--- src/rtl/dmem_access_unit_pkg.sv ---
// Shared types and constants for the data-memory access unit and its helpers.
package dmem_access_unit_pkg;

   // Memory-stage transaction states
   typedef enum logic [1:0] {
      StIdle = 2'd0,
      StReq  = 2'd1,
      StDone = 2'd2
   } dmem_state_t;

   localparam int unsigned MEM_TIMEOUT_DEFAULT = 255;

   // Timeout counter width; TIMEOUT must fit (1..2^16-1)
   localparam int unsigned TIMEOUT_CTR_W = 16;

   // Low address bits dropped to form a word address
   localparam int unsigned WORD_OFFSET_BITS = 2;

endpackage

--- src/rtl/dmem_timeout_ctr.sv ---
// Clear/enable counter with a terminal-count flag at TIMEOUT-1.
// Shared between the data-memory and instruction-fetch bus masters.
module dmem_timeout_ctr
   import dmem_access_unit_pkg::*;
#(
   parameter int unsigned TIMEOUT = MEM_TIMEOUT_DEFAULT
) (
   input  logic clk,
   input  logic reset,
   input  logic clear,
   input  logic enable,
   output logic terminal
);

   localparam logic [TIMEOUT_CTR_W-1:0] TermCount = TIMEOUT_CTR_W'(TIMEOUT - 1);

   logic [TIMEOUT_CTR_W-1:0] count_q;

   // Count register: clear wins over enable
   always_ff @(posedge clk) begin
      if (reset || clear) begin
         count_q <= '0;
      end else if (enable) begin
         count_q <= count_q + 1'b1;
      end
   end

   assign terminal = (count_q == TermCount);

endmodule

--- src/rtl/dmem_access_unit.sv ---
// Memory stage: turns lw/sw control plus the ALU address into one valid/ready
// bus transaction, stalling the core until it completes or times out.
module dmem_access_unit
   import dmem_access_unit_pkg::*;
#(
   parameter int unsigned AW      = 32,
   parameter int unsigned DW      = 32,
   parameter int unsigned TIMEOUT = MEM_TIMEOUT_DEFAULT
) (
   input  logic          clk,
   input  logic          reset,
   input  logic [AW-1:0] addr,
   input  logic [DW-1:0] wdata,
   input  logic          memread,
   input  logic          memwrite,
   output logic          stall,
   output logic [DW-1:0] rdata,
   output logic          misalign,
   output logic          ctl_err,
   output logic          bus_err,
   output logic          bus_req,
   output logic          bus_we,
   output logic [AW-1:0] bus_addr,
   output logic [DW-1:0] bus_wdata,
   input  logic          bus_ready,
   input  logic [DW-1:0] bus_rdata
);

   dmem_state_t   state_q, state_d;
   logic          bus_req_q;
   logic          bus_we_q;
   logic [AW-1:0] bus_addr_q;
   logic [DW-1:0] bus_wdata_q;
   logic [DW-1:0] rdata_q;
   logic          bus_err_q;

   logic access;
   logic aligned;
   logic ok;
   logic in_req;
   logic tmo_term;
   logic abort;
   logic finish;

   assign access  = memread ^ memwrite;
   assign aligned = (addr[WORD_OFFSET_BITS-1:0] == '0);
   assign ok      = access && aligned;
   assign in_req  = (state_q == StReq);

   // Ready on the terminal cycle still counts as a normal completion
   assign abort  = in_req && !bus_ready && tmo_term;
   assign finish = in_req && (bus_ready || tmo_term);

   dmem_timeout_ctr #(
      .TIMEOUT (TIMEOUT)
   ) u_timeout_ctr (
      .clk      (clk),
      .reset    (reset),
      .clear    (!in_req || bus_ready),
      .enable   (in_req),
      .terminal (tmo_term)
   );

   // Next-state and combinational handshake/error outputs
   always_comb begin
      state_d  = state_q;
      stall    = 1'b0;
      misalign = 1'b0;
      ctl_err  = 1'b0;
      case (state_q)
         StIdle: begin
            if (ok) begin
               stall   = 1'b1;
               state_d = StReq;
            end else if (!reset && memread && memwrite) begin
               ctl_err = 1'b1;
            end else if (!reset && access) begin
               misalign = 1'b1;
            end
         end
         StReq: begin
            stall = 1'b1;
            if (finish) begin
               state_d = StDone;
            end
         end
         StDone: begin
            state_d = StIdle;
         end
         default: begin
            state_d = StIdle;
         end
      endcase
   end

   // State register
   always_ff @(posedge clk) begin
      if (reset) begin
         state_q <= StIdle;
      end else begin
         state_q <= state_d;
      end
   end

   // Bus-side registers, load-data capture and timeout error pulse
   always_ff @(posedge clk) begin
      if (reset) begin
         bus_req_q   <= 1'b0;
         bus_we_q    <= 1'b0;
         bus_addr_q  <= '0;
         bus_wdata_q <= '0;
         rdata_q     <= '0;
         bus_err_q   <= 1'b0;
      end else begin
         bus_err_q <= abort;
         if (state_q == StIdle && ok) begin
            bus_req_q   <= 1'b1;
            bus_we_q    <= memwrite;
            bus_addr_q  <= {addr[AW-1:WORD_OFFSET_BITS], {WORD_OFFSET_BITS{1'b0}}};
            bus_wdata_q <= wdata;
         end
         if (finish) begin
            bus_req_q <= 1'b0;
            // Stores leave the last load value untouched
            if (!bus_we_q) begin
               rdata_q <= bus_ready ? bus_rdata : '0;
            end
         end
      end
   end

   assign bus_req   = bus_req_q;
   assign bus_we    = bus_we_q;
   assign bus_addr  = bus_addr_q;
   assign bus_wdata = bus_wdata_q;
   assign rdata     = rdata_q;
   assign bus_err   = bus_err_q;

endmodule

--- config.mk ---
export PLATFORM = sky130hd
export DESIGN_NAME = dmem_access_unit
export DESIGN_NICKNAME = d
export VERILOG_FILES = /design/src/rtl/dmem_access_unit_pkg.sv /design/src/rtl/dmem_timeout_ctr.sv /design/src/rtl/dmem_access_unit.sv
export SDC_FILE = /design/constraint.sdc
export NUM_CORES = 1
export LEC_CHECK = 0
export CELL_PAD_IN_SITES_DETAIL_PLACEMENT = 1
export CELL_PAD_IN_SITES_GLOBAL_PLACEMENT = 2
export CORE_UTILIZATION = 22
export DETAILED_ROUTE_END_ITERATION = 8
export GPL_TIMING_DRIVEN = 0
export PLACE_DENSITY = 0.84
export SYNTH_ARGS = -nofsm -noshare
export SYNTH_HDL_FRONTEND = slang
export SYNTH_SLANG_ARGS = --single-unit
--- constraint.sdc ---
create_clock -name clk -period 1.85 [get_ports clk]
set_input_delay 0.185 -clock clk [delete_from_list [all_inputs] [get_ports clk]]
set_output_delay 0.185 -clock clk [all_outputs]
set_load 0.03 [all_outputs]
Word-level counts from Yosys, hierarchy flattened
Cells that the tools add are included.
{"block": "classes", "addsub": 1, "n_eq_ne": 4, "muxes": 13, "n_bitwise": 2, "n_reduce_logical": 19}
{"operator": "$mux 32", "n": 1}
{"operator": "$add 16x1->16 const B", "n": 1}
{"operator": "$eq 16x8->1 const B", "n": 1}
{"operator": "$logic_and 1x1->1", "n": 8}
{"operator": "$mux 1", "n": 8}
{"operator": "$logic_not 2->1", "n": 2}
{"operator": "$mux 2", "n": 2}
{"operator": "$pmux 2 s2", "n": 1}
{"operator": "$reduce_and 2->1", "n": 2}
{"operator": "$logic_not 1->1", "n": 3}
{"operator": "$logic_or 1x1->1", "n": 3}
{"operator": "$eq 2x1->1 const B", "n": 1}
{"operator": "$ne 2x1->1 const B", "n": 1}
{"operator": "$ne 2x2->1 const B", "n": 1}
{"operator": "$pmux 1 s2", "n": 1}
{"operator": "$reduce_or 2->1", "n": 1}
{"operator": "$not 1->1", "n": 1}
{"operator": "$xor 1x1->1", "n": 1}
{"block": "totals", "reg_bits": 115, "input_bits": 101, "out_inout_bits": 102, "elab_cells": 47}

Depth between registers and ports, before layout
{"block": "logic_depth", "depth_word": 6, "depth_mapped": 7, "depth_no_buf": 6}

Modules after synthesis
From an unflattened synthesis, not the netlist that was laid out.
{"block": "unflattened", "cells_unflattened": 537, "hier_area_um2": 4718.3}
{"module": "dmem_access_unit", "instances": 1, "cells_each": 446, "area_per_inst_um2": 3943.8, "seq_area_each_um2": 1981.9}
{"module": "dmem_timeout_ctr", "instances": 1, "cells_each": 91, "area_per_inst_um2": 774.5, "seq_area_each_um2": 320.3}

Worst setup path before layout
OpenSTA, ideal clock, no wires.
{"block": "synth_path", "path_kind": "register to register", "start": "register u_timeout_ctr.count_q[0]", "end": "register rdata_q[15] (netlist: rdata[15])", "setup_time_ns": 0.070, "arrival_ns": 1.604, "required_time_ns": 1.780, "slack_ns": 0.176, "stages_incl_launch_ff": 8, "path_buffers": 1, "period_less_slack_ns": 1.674, "cell_sequence": "dfxtp_1 inv_1 ha_1 nor4b_1 a41oi_1 clkbuf_1 o21ai_0 a21oi_1"}
{"block": "synth_between", "elab_chain_cells": 4}
{"element": "start: declaration", "line": "dmem_timeout_ctr.sv:17", "rtl": "logic [TIMEOUT_CTR_W-1:0] count_q;"}
{"element": "start signal: assignment", "line": "dmem_timeout_ctr.sv:24", "rtl": "count_q <= count_q + 1'b1;"}
{"element": "$eq 16x8->1", "line": "dmem_timeout_ctr.sv:28", "rtl": "assign terminal = (count_q == TermCount);"}
{"element": "$logic_or 1x1->1", "line": "dmem_access_unit.sv:52", "rtl": "assign finish = in_req && (bus_ready || tmo_term);"}
{"element": "$logic_and 1x1->1", "line": "dmem_access_unit.sv:52"}
{"element": "$reduce_and 2->1 (no line)"}
{"element": "end signal: assignment", "line": "dmem_access_unit.sv:126", "rtl": "rdata_q <= bus_ready ? bus_rdata : '0;"}
{"element": "end: declaration", "line": "dmem_access_unit.sv:34", "rtl": "logic [DW-1:0] rdata_q;"}
Every way passes these cells.
A chain may end at the register's enable or synchronous reset.

Final worst setup path
{"block": "layout_path", "start": "register state_q[1]", "end": "register u_timeout_ctr.count_q[10]"}
{"block": "layout_between", "elab_chain_cells": 4}
{"element": "start: declaration", "line": "dmem_access_unit.sv:29", "rtl": "dmem_state_t state_q, state_d;"}
{"element": "start signal: assignment", "line": "dmem_access_unit.sv:99", "rtl": "state_q <= StIdle;"}
{"element": "start signal: assignment", "line": "dmem_access_unit.sv:101", "rtl": "state_q <= state_d;"}
{"element": "$eq 2x1->1 (*)", "line": "dmem_access_unit.sv:48", "rtl": "assign in_req = (state_q == StReq);"}
{"element": "$logic_not 1->1", "line": "dmem_access_unit.sv:59", "rtl": ".clear (!in_req || bus_ready),"}
{"element": "$logic_or 1x1->1", "line": "dmem_access_unit.sv:59"}
{"element": "$logic_or 1x1->1", "line": "dmem_timeout_ctr.sv:21", "rtl": "if (reset || clear) begin"}
Mark *: on every way between the ends. The rest lies on a longest branch, timed or not.

==> reports/summary.txt <==
Netlist cell types: 36
Min Clock Period, post-route: 1761 ps
Static Leak: 2.514 nW
Final total power: 6.723 mW
WL final: 15.03 mm
Dpl cells: 992
Internal power: 5.124 mW
Power per cell area: 924.4 mW/mm²
Reg clk slew, reported paths: 50 ps
Simple-gate share of the synthesized area: 22.50%
Final global-route overflow total: 0
Largest family of logic cells by synthesized area: simple AND/OR/NAND/NOR gates
Total GRT Usage: 15.25%
Die X: 141.4 µm
Adder-Cell Fraction of Synth Area: 0.5851%
First-pass GRT wire length: 23.23 mm
Post-synth EDFFs: 0
Storage cell area: 0.002303 mm²
Final cell count without fillers: 1024
DR WL/cell: 14.68 µm
# rows: 50
Hold path depth: 3
Vias in the first global route: 4402
Reg2Reg Depth: 5
Die height: 141.4 µm
Endpoints failing setup: 0
Combinational Power Share: 11.6%
DRC viols: 0
Clk Latency, worst-skew pair: 420 ps
Max-slew headroom: 59.96%
Outcome: finished clean
Cell Area, Synth: 0.004277 mm²
CTS Hold Buffers Added: 0
Startpoint Class: flop
Slew Viols, Final: 0
Footprint of the multi-input gates: 0.001837 mm²
Boundary Pins: 203
FFs w/ async S/R, synth: 0%
Core Area: 0.01889 mm²
Fillers: 2248
Sequential fraction of the synthesis area: 53.83%
Area growth from synthesis to layout: 70.07%
Vias: 4368
Clock root buffer: clkbuf_16
Crit end category: flop
Synth warn: 0
Die area: 0.02000 mm²
Post-route ant nets: 0
Clock buffer depth: 2
RSZ-0062 raised after global routing: yes
Initial drt markers: 67
Setup Skew: 8.418 ps
Port Buffers: 199
Synth Area per Inst: 8.039 µm²
Worst slew pin tran: 600.6 ps
Pre-antenna DRT Iters: 4
Num CTS Buffers: 17
Hold Fails Final Rpt: 0
Switch share: 23.78%
Kind of critical path: reg2reg
Initial antenna violation count: 0
Post-DP HPWL: 10.76 mm
Compound-cell area share of the yosys netlist: 15.94%
GPL Wtd Cong: 0.7312
Flops & latches, synth: 115
Largest net degree at the start of global routing: 17
Share of layout cells above drive strength 1: 9.031%
Final period utilization: 95.19%
Path type of the worst min-delay path: in2reg
H-tree Lvls: 4
Maximum VDD drop: 635.1 µV
Inserted Diodes: 0
CTS tree: built
Sw Pwr: 1.599 mW
Initial core utilization: 22.64%
Sequential power share: 38.5%
Gate count of the mapped netlist: 532
Max Cap Viol: 0
Multiplexer area fraction after synthesis: 0.4681%
Vias/cell: 4.266
Data required, critical path: 2210 ps
Clk sinks: 115
Fmax: 0.5679 GHz
Synth Flop Type: dfxtp_1
Worst path arrival time: 2120 ps
Post-synthesis xor/xnor area fraction: 2.048%
Nets: 856
Clock share of power: 50.0%
Crit path max fanout: 9
## cells in the final DEF (no fill, tap or decap), types with 2 or more instances in the layout
master | synthesis | layout
clkdlybuf4s50_1 | 0 | 196
nand2_1 | 167 | 167
dfxtp_1 | 115 | 114
a21oi_1 | 99 | 99
o21ai_0 | 34 | 33
nor2_1 | 20 | 19
clkbuf_16 | 0 | 17
buf_2 | 17 | 16
clkbuf_1 | 19 | 16
buf_4 | 2 | 7
nand3_1 | 7 | 7
xor2_1 | 6 | 6
xnor2_1 | 4 | 4
nor3_1 | 5 | 4
clkinv_2 | 0 | 4
inv_1 | 3 | 3
or3_1 | 3 | 3
nand4_1 | 3 | 3
bufinv_16 | 0 | 3
clkbuf_8 | 0 | 3
clkinvlp_4 | 0 | 3
clkbuf_4 | 0 | 2
and4_1 | 2 | 2
buf_6 | 1 | 2
and3_1 | 2 | 2
or2_2 | 2 | 2
mux2i_1 | 2 | 2
nor2b_1 | 2 | 2
ha_1 | 2 | 2
conb_1 | 1 | 2
## power groups by stage
stage          combinational (mW)  sequential [mW]  clock (mW)
2_1_floorplan               0.204             2.77           0
3_3_place_gp                0.777             2.63           0
3_5_place_dp                0.778             2.64           0
4_1_cts                     0.784             2.59        3.45
5_1_grt                     0.843             2.59        3.56
6_report                    0.780             2.59        3.36
## synthesized netlist by cell type (2+ instances only)
library cell | number | share of area (%)
nand4_1 | 3 | 0.44
xnor2_1 | 4 | 0.82
buf_4 | 2 | 0.35
nand2_1 | 167 | 15
or3_1 | 3 | 0.44
mux2i_1 | 2 | 0.47
ha_1 | 2 | 0.59
nor2b_1 | 2 | 0.29
nor3_1 | 5 | 0.59
nor4b_1 | 2 | 0.41
nor2_1 | 20 | 1.8
or2_2 | 2 | 0.29
xor2_1 | 6 | 1.2
dfxtp_1 | 115 | 54
and4_1 | 2 | 0.41
nand3_1 | 7 | 0.82
inv_1 | 3 | 0.26
buf_2 | 17 | 2.0
clkbuf_1 | 19 | 1.7
and3_1 | 2 | 0.29
o21ai_0 | 34 | 4.0
a21oi_1 | 99 | 12
## cells by family (layout without fill, tap and decap cells)
family          after synthesis  count (layout)
buf+inv                      42             273
mux                           2               2
compound gates              135             135
flops                       115             115
simple gates                225             225
other cells                   1               2
fa+ha+maj                     2               2
xor+xnor                     10              10
## cell type report
class,instances,area share (%)
flip-flops and latches,115,31.67
repair buffers,201,27.42
multi-input cells,376,25.25
clock buffers,20,6.417
well taps,260,4.473
plain buffers,39,2.787
clock inverters,10,1.823
inverters,3,0.1548
## critical path, stage by stage (launching register included)
cell and delay (ps):
dfxtp_1 380, or3b_1 460, nand2b_4 160, buf_6 130
or4_1 500, nand2_1 80
## layer usage
layer	vias to the layer above	track usage [%]	part of all wire (%)
li1	2205	-	-
met1	2021	17.70	44
met2	120	25.01	48
met3	22	5.906	7.2
met4	0	6.508	1.7
met5	-	0	0
## worst paths after layout
| kind | start | endpoint | slack [ps] |
|---|---|---|---|
| setup / recovery | state_q[1] | u_timeout_ctr.count_q[10] | 90 |
| hold / removal | reset | state_q[1] | 300 |
| setup reg to reg | state_q[1] | u_timeout_ctr.count_q[10] | 90 |
| hold reg to reg | bus_wdata[5] | bus_wdata[5] | 450 |
## registers in the layout, summed over array words and instances, names as in the netlist
signal,cells
u_timeout_ctr.count_q,16
bus_err,1
bus_addr,30
rdata,32
bus_wdata,32
state_q,2
bus_we,1
bus_req,1
## per-stage QoR
| step | area [µm²] | hold slack, ps | TNS [ps] | setup WS (ps) | util [%] |
|---|---|---|---|---|---|
| floorplan | 4280 | 321.0 | 0 | 175.7 | - |
| global placement | 6598 | 441.8 | -32110 | -418.4 | 34.92 |
| detailed placement | 6598 | 447.8 | -32910 | -455.9 | 34.92 |
| CTS | 7217 | 292.1 | 0 | 1.537 | 38.20 |
| global route | 7273 | 308.5 | -501.2 | -56.12 | 38.50 |
| finish | 7273 | 295.5 | 0 | 89.07 | 38.50 |
## timing repair
| item | 4_1_cts | 5_1_grt |
|---|---|---|
| endpoints found under the setup margin | 38 | 38 |
| resized for setup | 20 | 20 |
| pin swaps | 1 | 1 |
| setup buffers | 1 | 1 |
Note: power is estimated with default switching activity, not from simulation.
